File: src/rtl/cr16_pkg.sv
// Shared definitions for the CompactRISC16 control path: states, instruction
// encodings, condition codes, flag positions and ALU function codes.
package cr16_pkg;

   typedef enum logic [1:0] {
      ST_FETCH   = 2'd0,
      ST_DECODE  = 2'd1,
      ST_EXECUTE = 2'd2,
      ST_LOAD_WB = 2'd3
   } state_e;

   localparam logic [3:0] OP_RTYPE = 4'b0000;
   localparam logic [3:0] OP_ANDI  = 4'b0001;
   localparam logic [3:0] OP_ORI   = 4'b0010;
   localparam logic [3:0] OP_XORI  = 4'b0011;
   localparam logic [3:0] OP_MEM   = 4'b0100;
   localparam logic [3:0] OP_ADDI  = 4'b0101;
   localparam logic [3:0] OP_SUBI  = 4'b1001;
   localparam logic [3:0] OP_CMPI  = 4'b1011;
   localparam logic [3:0] OP_BCOND = 4'b1100;
   localparam logic [3:0] OP_MOVI  = 4'b1101;
   localparam logic [3:0] OP_LUI   = 4'b1111;

   localparam logic [3:0] EXT_LOAD  = 4'b0000;
   localparam logic [3:0] EXT_STOR  = 4'b0100;
   localparam logic [3:0] EXT_JCOND = 4'b1100;

   // ALU function codes share the R-type opext / immediate op encoding,
   // so the decoder can forward the instruction field unchanged.
   localparam logic [3:0] ALU_AND = 4'b0001;
   localparam logic [3:0] ALU_OR  = 4'b0010;
   localparam logic [3:0] ALU_XOR = 4'b0011;
   localparam logic [3:0] ALU_ADD = 4'b0101;
   localparam logic [3:0] ALU_SUB = 4'b1001;
   localparam logic [3:0] ALU_CMP = 4'b1011;
   localparam logic [3:0] ALU_MOV = 4'b1101;

   localparam logic [3:0] COND_EQ = 4'b0000;
   localparam logic [3:0] COND_NE = 4'b0001;
   localparam logic [3:0] COND_CS = 4'b0010;
   localparam logic [3:0] COND_CC = 4'b0011;
   localparam logic [3:0] COND_HI = 4'b0100;
   localparam logic [3:0] COND_LS = 4'b0101;
   localparam logic [3:0] COND_GT = 4'b0110;
   localparam logic [3:0] COND_LE = 4'b0111;
   localparam logic [3:0] COND_FS = 4'b1000;
   localparam logic [3:0] COND_FC = 4'b1001;
   localparam logic [3:0] COND_LO = 4'b1010;
   localparam logic [3:0] COND_HS = 4'b1011;
   localparam logic [3:0] COND_LT = 4'b1100;
   localparam logic [3:0] COND_GE = 4'b1101;
   localparam logic [3:0] COND_UC = 4'b1110;
   localparam logic [3:0] COND_NV = 4'b1111;

   localparam int FLAG_C = 0;
   localparam int FLAG_L = 1;
   localparam int FLAG_F = 2;
   localparam int FLAG_Z = 3;
   localparam int FLAG_N = 4;

   function automatic logic is_alu_fn(input logic [3:0] fn);
      return fn inside {ALU_AND, ALU_OR, ALU_XOR, ALU_ADD, ALU_SUB, ALU_CMP, ALU_MOV};
   endfunction

   function automatic logic is_arith_fn(input logic [3:0] fn);
      return fn inside {ALU_ADD, ALU_SUB, ALU_CMP};
   endfunction

endpackage

File: src/rtl/cr16_cond_eval.sv
// Branch/jump condition evaluation against the latched status flags.
module cr16_cond_eval
   import cr16_pkg::*;
(
   input  logic [3:0] cond,
   input  logic [4:0] flags,
   output logic       taken
);

   logic c_f, l_f, f_f, z_f, n_f;

   assign c_f = flags[FLAG_C];
   assign l_f = flags[FLAG_L];
   assign f_f = flags[FLAG_F];
   assign z_f = flags[FLAG_Z];
   assign n_f = flags[FLAG_N];

   always_comb begin
      taken = 1'b0;
      case (cond)
         COND_EQ: taken = z_f;
         COND_NE: taken = !z_f;
         COND_CS: taken = c_f;
         COND_CC: taken = !c_f;
         COND_HI: taken = l_f;
         COND_LS: taken = !l_f;
         COND_GT: taken = n_f;
         COND_LE: taken = !n_f;
         COND_FS: taken = f_f;
         COND_FC: taken = !f_f;
         COND_LO: taken = !l_f && !z_f;
         COND_HS: taken = l_f || z_f;
         COND_LT: taken = !n_f && !z_f;
         COND_GE: taken = n_f || z_f;
         COND_UC: taken = 1'b1;
         default: taken = 1'b0;
      endcase
   end

endmodule

File: src/rtl/control_fsm.sv
// Multi-cycle fetch/decode/execute controller for the CompactRISC16 core.
// state      | meaning
// ST_FETCH   | present PC on the memory address bus
// ST_DECODE  | capture memory read data into IR
// ST_EXECUTE | drive datapath controls, update PC/flags, start load
// ST_LOAD_WB | write load data into Rdest
module control_fsm
   import cr16_pkg::*;
#(
   parameter logic [15:0] P_RESET_PC = 16'h0000
) (
   input  logic        I_CLK,
   input  logic        I_NRESET,
   input  logic        I_ENABLE,
   input  logic [15:0] I_MEM_RDATA,
   input  logic [15:0] I_A,
   input  logic [15:0] I_B,
   input  logic [4:0]  I_STATUS_FLAGS,
   output logic [15:0] O_MEM_ADDR,
   output logic        O_MEM_WE,
   output logic [15:0] O_MEM_WDATA,
   output logic [15:0] O_REG_WRITE_ENABLE,
   output logic [3:0]  O_REG_A_SELECT,
   output logic [3:0]  O_REG_B_SELECT,
   output logic [15:0] O_IMMEDIATE,
   output logic        O_IMMEDIATE_SELECT,
   output logic [3:0]  O_OPCODE,
   output logic        O_REGFILE_DATA_SELECT,
   output logic [15:0] O_PC
);

   state_e      state_q, state_d, nxt_state;
   logic [15:0] pc_q, pc_d, nxt_pc;
   logic [15:0] ir_q, ir_d, nxt_ir;
   logic [4:0]  flags_q, flags_d;

   logic [3:0]  op, rdest, opext, rsrc;
   logic [7:0]  imm8;
   logic [15:0] pc_inc, pc_branch;
   logic        cond_taken;
   logic        wr_req, we_req, latch_flags;

   assign op    = ir_q[15:12];
   assign rdest = ir_q[11:8];
   assign opext = ir_q[7:4];
   assign rsrc  = ir_q[3:0];
   assign imm8  = ir_q[7:0];

   assign pc_inc    = pc_q + 16'd1;
   assign pc_branch = pc_q + {{8{imm8[7]}}, imm8};
   assign O_PC      = pc_q;

   cr16_cond_eval u_cond_eval (
      .cond  (rdest),
      .flags (flags_q),
      .taken (cond_taken)
   );

   always_comb begin
      nxt_state             = state_q;
      nxt_pc                = pc_q;
      nxt_ir                = ir_q;
      wr_req                = 1'b0;
      we_req                = 1'b0;
      latch_flags           = 1'b0;
      O_MEM_ADDR            = pc_q;
      O_MEM_WDATA           = 16'h0000;
      O_REG_A_SELECT        = 4'h0;
      O_REG_B_SELECT        = 4'h0;
      O_IMMEDIATE           = 16'h0000;
      O_IMMEDIATE_SELECT    = 1'b0;
      O_OPCODE              = 4'h0;
      O_REGFILE_DATA_SELECT = 1'b0;

      unique case (state_q)
         ST_FETCH: nxt_state = ST_DECODE;
         ST_DECODE: begin
            nxt_ir    = I_MEM_RDATA;
            nxt_state = ST_EXECUTE;
         end
         ST_EXECUTE: begin
            nxt_state = ST_FETCH;
            nxt_pc    = pc_inc;
            case (op)
               OP_RTYPE: begin
                  if (is_alu_fn(opext)) begin
                     O_REG_A_SELECT = rsrc;
                     O_REG_B_SELECT = rdest;
                     O_OPCODE       = opext;
                     wr_req         = (opext != ALU_CMP);
                     latch_flags    = is_arith_fn(opext);
                  end
               end
               OP_ANDI, OP_ORI, OP_XORI, OP_MOVI: begin
                  O_IMMEDIATE_SELECT = 1'b1;
                  O_REG_B_SELECT     = rdest;
                  O_IMMEDIATE        = {8'h00, imm8};
                  O_OPCODE           = op;
                  wr_req             = 1'b1;
               end
               OP_ADDI, OP_SUBI, OP_CMPI: begin
                  O_IMMEDIATE_SELECT = 1'b1;
                  O_REG_B_SELECT     = rdest;
                  O_IMMEDIATE        = {{8{imm8[7]}}, imm8};
                  O_OPCODE           = op;
                  wr_req             = (op != OP_CMPI);
                  latch_flags        = 1'b1;
               end
               OP_LUI: begin
                  O_IMMEDIATE_SELECT = 1'b1;
                  O_REG_B_SELECT     = rdest;
                  O_IMMEDIATE        = {imm8, 8'h00};
                  O_OPCODE           = ALU_MOV;
                  wr_req             = 1'b1;
               end
               OP_MEM: begin
                  case (opext)
                     EXT_LOAD: begin
                        O_REG_B_SELECT = rsrc;
                        O_MEM_ADDR     = I_B;
                        nxt_state      = ST_LOAD_WB;
                        nxt_pc         = pc_q;
                     end
                     EXT_STOR: begin
                        O_REG_A_SELECT = rdest;
                        O_REG_B_SELECT = rsrc;
                        O_MEM_ADDR     = I_B;
                        O_MEM_WDATA    = I_A;
                        we_req         = 1'b1;
                     end
                     EXT_JCOND: begin
                        O_REG_B_SELECT = rsrc;
                        if (cond_taken) nxt_pc = I_B;
                     end
                     default: ;
                  endcase
               end
               OP_BCOND: begin
                  if (cond_taken) nxt_pc = pc_branch;
               end
               default: ;
            endcase
         end
         ST_LOAD_WB: begin
            // Keep the load address stable so a stall here re-reads the same word.
            O_REG_B_SELECT        = rsrc;
            O_MEM_ADDR            = I_B;
            O_REGFILE_DATA_SELECT = 1'b1;
            wr_req                = 1'b1;
            nxt_state             = ST_FETCH;
            nxt_pc                = pc_inc;
         end
      endcase
   end

   always_comb begin
      state_d = state_q;
      pc_d    = pc_q;
      ir_d    = ir_q;
      flags_d = flags_q;
      if (I_ENABLE) begin
         state_d = nxt_state;
         pc_d    = nxt_pc;
         ir_d    = nxt_ir;
         if (latch_flags) flags_d = I_STATUS_FLAGS;
      end
   end

   assign O_REG_WRITE_ENABLE = (wr_req && I_ENABLE) ? (16'h0001 << rdest) : 16'h0000;
   assign O_MEM_WE           = we_req && I_ENABLE;

   always_ff @(posedge I_CLK or negedge I_NRESET) begin
      if (!I_NRESET) begin
         state_q <= ST_FETCH;
         pc_q    <= P_RESET_PC;
         ir_q    <= 16'h0000;
         flags_q <= 5'h00;
      end else begin
         state_q <= state_d;
         pc_q    <= pc_d;
         ir_q    <= ir_d;
         flags_q <= flags_d;
      end
   end

endmodule

File: config.mk
export PLATFORM = sky130hd
export DESIGN_NAME = control_fsm
export DESIGN_NICKNAME = d
export VERILOG_FILES = /design/src/rtl/cr16_pkg.sv /design/src/rtl/cr16_cond_eval.sv /design/src/rtl/control_fsm.sv
export SDC_FILE = /design/constraint.sdc
export NUM_CORES = 1
export LEC_CHECK = 0
export CAP_MARGIN = 15
export CORE_UTILIZATION = 47
export DETAILED_ROUTE_END_ITERATION = 10
export PLACE_DENSITY = 0.81
export SYNTH_ARGS = -nofsm -noshare
export SYNTH_HDL_FRONTEND = slang
export SYNTH_SLANG_ARGS = --single-unit
File: constraint.sdc
create_clock -name I_CLK -period 3.75 [get_ports I_CLK]
set_clock_uncertainty 0.1 [all_clocks]
set_input_delay 0.5625 -clock I_CLK [delete_from_list [all_inputs] [get_ports I_CLK]]
set_output_delay 0.5625 -clock I_CLK [all_outputs]
set_load 0.01 [all_outputs]
=== After elaboration in Yosys (flattened, before gate mapping) ===
Cells that the tools add are included.

* Word-level logic and storage cells: 115
* Bits in registers: 39
* Output and inout port bits: 95

* Equal/unequal tests: 39
* Reduce and logical (&&, ||, !) cells: 28
* Add/subtract/negate cells: 2
* Shifts and indexed selects: 1
* Muxes and demuxes: 41

{| class="wikitable"
|+ Operators by type and width
! operator !! number
|-
| $mux W16 || 9
|-
| $pmux W16 S2 || 4
|-
| $eq A4 B4 Y1 const B || 16
|-
| $pmux W16 S3 || 1
|-
| $eq A4 B3 Y1 const B || 8
|-
| $mux W4 || 7
|-
| $eq A4 B2 Y1 const B || 6
|-
| $pmux W4 S3 || 2
|-
| $add A16 B1 Y16 const B || 1
|-
| $add A16 B16 Y16 || 1
|-
| $pmux W4 S2 || 2
|-
| $shl A1 B4 Y16 const A || 1
|-
| $pmux W1 S15 || 1
|-
| $eq A4 B1 Y1 const B || 3
|-
| $logic_not A4 Y1 || 3
|-
| $mux W1 || 9
|-
| $ne A4 B4 Y1 const B || 2
|-
| $pmux W2 S4 || 1
|-
| $reduce_or A8 Y1 || 1
|-
| $reduce_bool A7 Y1 || 1
|-
| $reduce_or A7 Y1 || 1
|-
| $reduce_or A3 Y1 || 2
|-
| $logic_not A1 Y1 || 5
|-
| $reduce_or A5 Y1 || 1
|-
| 15 further kinds || 23
|}

=== Longest topological paths before layout ===
* Depth in word-level cells: 7
* Depth in mapped cells: 10

=== Hierarchy ===
A second synthesis with hierarchy kept.

* Cell total of the unflattened synthesis: 564
* Area total of the unflattened synthesis: 4305.4 um^2

{| class="wikitable"
|+ By module, submodules not included
! module !! instances !! sequential area each (um^2) !! area each (um^2) !! cells each
|-
| control_fsm || 1 || 975.9 || 4125.2 || 539
|-
| cr16_cond_eval || 1 || 0.0 || 180.2 || 25
|}

=== Worst setup path after synthesis ===
OpenSTA, ideal clock, no wires.

* Path type: register to register
* Start: register pc_q[0] (netlist: O_PC[0])
* End: register pc_q[10] (netlist: O_PC[10])
* Buffers on the path: 0
* Clock period less this slack: 2.802 ns
* Path slack: 0.948 ns
* Cell stages (with the launch flop): 10
* Arrival time: 2.581 ns
* Setup time: 0.121 ns
* Path through: dfrtp_1 > ha_1 > fa_1 > a211oi_1 > o21a_1 > nor2_1 > mux2i_1 > and3_1 > or4_1 > a22o_1

* Word-level cells in the longest chain between the ends: 5
* Elaborated cells between the ends (all ways): 7

{| class="wikitable"
|+ Ends and longest elaborated chain
! element !! line !! RTL
|-
| start: declaration || control_fsm.sv:33 || <nowiki>logic [15:0] pc_q, pc_d, nxt_pc;</nowiki>
|-
| start signal: assignment || control_fsm.sv:180 || <nowiki>pc_q <= pc_d;</nowiki>
|-
| $add A16 B1 Y16 || control_fsm.sv:49 || <nowiki>assign pc_inc = pc_q + 16'd1;</nowiki>
|-
| $mux W16 || control_fsm.sv:133 || <nowiki>if (cond_taken) nxt_pc = I_B;</nowiki>
|-
| $pmux W16 S2 || control_fsm.sv:117 || <nowiki>case (opext)</nowiki>
|-
| $pmux W16 S2 || control_fsm.sv:84 || <nowiki>case (op)</nowiki>
|-
| $pmux W16 S2 * || control_fsm.sv:75 || <nowiki>unique case (state_q)</nowiki>
|}

Every way passes the cells marked *; elsewhere a longest branch is shown, timed or not.
A chain may end at the register's enable or synchronous reset.

=== Worst setup path in the final report ===
* Start: register ir_q[13]
* End: output port O_REG_B_SELECT[1]

* Word-level cells in the longest chain between the ends: 4
* Elaborated cells between the ends (all ways): 13

{| class="wikitable"
|+ Ends and longest elaborated chain
! element !! line !! RTL
|-
| start: declaration || control_fsm.sv:34 || <nowiki>logic [15:0] ir_q, ir_d, nxt_ir;</nowiki>
|-
| start signal: assignment || control_fsm.sv:181 || <nowiki>ir_q <= ir_d;</nowiki>
|-
| $eq A4 B3 Y1 (tied with other cells) || control_fsm.sv:84 ||
|-
| $reduce_or A8 Y1 (no source line) || -- ||
|-
| $pmux W4 S3 * || control_fsm.sv:84 ||
|-
| $pmux W4 S2 * || control_fsm.sv:75 ||
|-
| end: declaration || control_fsm.sv:24 || <nowiki>output logic [3:0] O_REG_B_SELECT,</nowiki>
|}

Marks and branches as above.

==> out/metrics.cfg <==
[route]
final_antenna_net_count=0
wirelength_um=15900
num_vias=5058
wire_per_inst_um=19.6
drc=0
drt-initial-drc-count=295
dr.pass1.iters=7
via_per_inst=6.21

[synthesis]
synth_area_mm2=0.00437
synth-compound-area-share_pct=26.4
netlist.area_leader.share_pct=22.3
synth_area_leaders=dfrtp_1 22%, mux2_2 11%, a21oi_1 6.4%
muxShareOfSynthArea_pct=12.0
netlist_instances=568
avgSynthCellArea_um2=7.69
synth-simple-area-share_pct=25.0
synthAdderAreaFrac_pct=5.04
synth_commonest_cells=59 x nor2_1, 56 x a21oi_1, 52 x nand2_1
synth_top_family_by_area=compound AO/OA/AOI/OAI gates
yosysMostFrequentCell=nor2_1
yosysWarnings=0
synth_top_area_cell=dfrtp_1
synth_xor_area_share_pct=5.21
synth_nets=641
synth_cell_types=62
synth_ff_type=dfrtp_1
yosysSeqAreaShare_pct=22.3
synth_edf_count=0
ys_async_sr_fraction_pct=100
ys_ff_latch=39

[sta]
hold_violations=0
finalSetupViolations=0
worstMarginPinSlew_ns=1.12
rsz0062_at_grt=false
fin_crit_sh_pct=94.9
slew_viol_final=0
clock.fmax_mhz=281
slew_headroom_pct=25.3
finalSetupTns_ns=0
timing.final.crit_period_ns=3.56

[layout]
drive_above_1_share_pct=11.0
diodes=0
areaGrowthSynthToFinish_pct=40.1
nNetsFinal=778
fillers=712

[floorplan]
die_h_um=98.4
core_mm2=0.00885
dieArea_mm2=0.00968
ios=151
start_util_pct=49.4
num_rows=34
die_w_um=98.4

[clock_tree]
cts_tree=built
clock_latency_ns=0.31
clockBufferDepth=2
cts_max_level=2
cts-root-buf=clkbuf_8
cts.sinks=39
cts_resized=0
cts_setup_buffers=0
cts_buffers=5
holdBufCountCts=0
clkTransAtPathRegs_ns=0.09

[power_and_ir_drop]
power_switching_share_pct=50.6
power_density_mw_per_mm2=860
combPwrFrac_pct=71.3
seq_power_share_pct=20.3
clkPwrFrac_pct=8.3
vdd_drop_max_mv=0.298
p_total_mw=5.26
power.internal_mw=2.60
switchingPower_mw=2.67
p_leak_nw=2.37

[critical_path]
ff2ff_setup_slack_ns=0.59
path_max_fanout=12
critical_path_arrival_ns=2.90
crit_type=reg -> out
cp-end-kind=output port
cp-start-kind=register
required_ns=3.09

[placement]
hpwl_um=11900
gp_congestion=0.982
io_buffers=150

[global_routing]
grt_usage_pct=32.6
overflow=0
grt_antenna_before_repair=0
grt_pass1_vias=4956
grt_pass1_wl_um=24900
grt_max_degree=40

[flow_run]
cap_violations=0

[min_path]
hp-class=in -> async

[run_status]
outcome=finished clean

worst paths after layout:
| kind | end | from | depth (start not counted) |
|---|---|---|---|
| hold reg to reg | flags_q[2] | flags_q[2] | 1 |
| hold / removal | O_PC[13] | I_NRESET | 1 |
| min in group I_CLK | flags_q[2] | flags_q[2] | 1 |
| setup reg to reg | O_PC[13] | ir_q[8] | 7 |
| max in group asynchronous | ir_q[2] | I_NRESET | 1 |
| setup / recovery | O_REG_B_SELECT[1] | ir_q[13] | 7 |
layer usage:
metal  routed length, um  GRT usage [%]  part of all wire, %  vias up
met1                6340           38.9                   40     2338
met2                7910           58.6                   50      302
met4                 379           11.9                  2.4        0
met5                   0              0                    0        -
met3                1320           5.23                  8.3       34
li1                    -              -                    -     2384
layout make-up:
type / instances / area [um2] / share of cell area (%)
inverters: 7 / 26.3 / 0.429
clock buffers: 6 / 72.6 / 1.19
well taps: 108 / 135 / 2.21
flip-flops and latches: 39 / 976 / 15.9
clock inverters: 2 / 60.1 / 0.981
multi-input cells: 486 / 3230 / 52.8
repair buffers: 166 / 1620 / 26.4
layout by cell type (no fill, tap or decap), types with 4 or more instances in the layout:
cell	count
nand2b_1	8
a21oi_1	54
dfrtp_1	39
a22oi_1	6
xor2_1	9
buf_4	16
xnor2_1	17
o21ai_0	35
o211ai_1	9
inv_1	7
a22o_1	5
nor3_1	16
clkbuf_8	5
or3_1	4
nor2_1	59
o22ai_1	8
nor2b_1	5
and2_1	9
mux2_2	42
a211oi_1	6
nand3_1	17
and3_1	28
o21a_1	8
nand2_1	52
clkdlybuf4s50_1	149
a221oi_1	9
ha_1	16
nand3b_1	5
cells by family (layout without fill, tap and decap cells):
kind of cell / after synthesis / after routing
compound gates: 176 / 176
simple gates: 220 / 220
buf+inv: 43 / 181
fa+ha+maj: 17 / 17
flops: 39 / 39
xor+xnor: 26 / 26
mux: 47 / 47
critical path: stages, from the launching register on:
cell	delay (ns)
dfrtp_1	0.53
or2_2	0.40
or3_1	0.45
a211o_1	0.34
nand2_1	0.07
nand2_1	0.05
a21boi_0	0.19
clkdlybuf4s50_1	0.57
sequential cells by signal, indices dropped and copies added, names as in the netlist:
register and flops:
O_PC 16, flags_q 5, ir_q 16, state_q 2
power by group through the flow:
stage	combinational, mW	clock, mW	sequential (mW)
after floorplan	2.54	0	0.871
after global placement	3.62	0	1.05
after detailed placement	3.67	0	1.06
after CTS	3.69	0.444	1.05
after global routing	4.06	0.453	1.11
final	3.76	0.439	1.07
metrics by stage:
| stage | util, % | worst slack (ns) | instances | hold slack (ns) | area (um2) |
|---|---|---|---|---|---|
| after floorplan | - | 0.948 | 568 | 0.167 | 4370 |
| after global placement | 67.6 | 0.466 | 806 | 0.416 | 5980 |
| after detailed placement | 67.6 | 0.392 | 806 | 0.423 | 5980 |
| after CTS | 69.1 | 0.0903 | 814 | 0.336 | 6110 |
| after global routing | 69.2 | 0.0593 | 814 | 0.385 | 6120 |
| final | 69.2 | 0.192 | 814 | 0.331 | 6120 |
(Power assumes the default switching activity.)
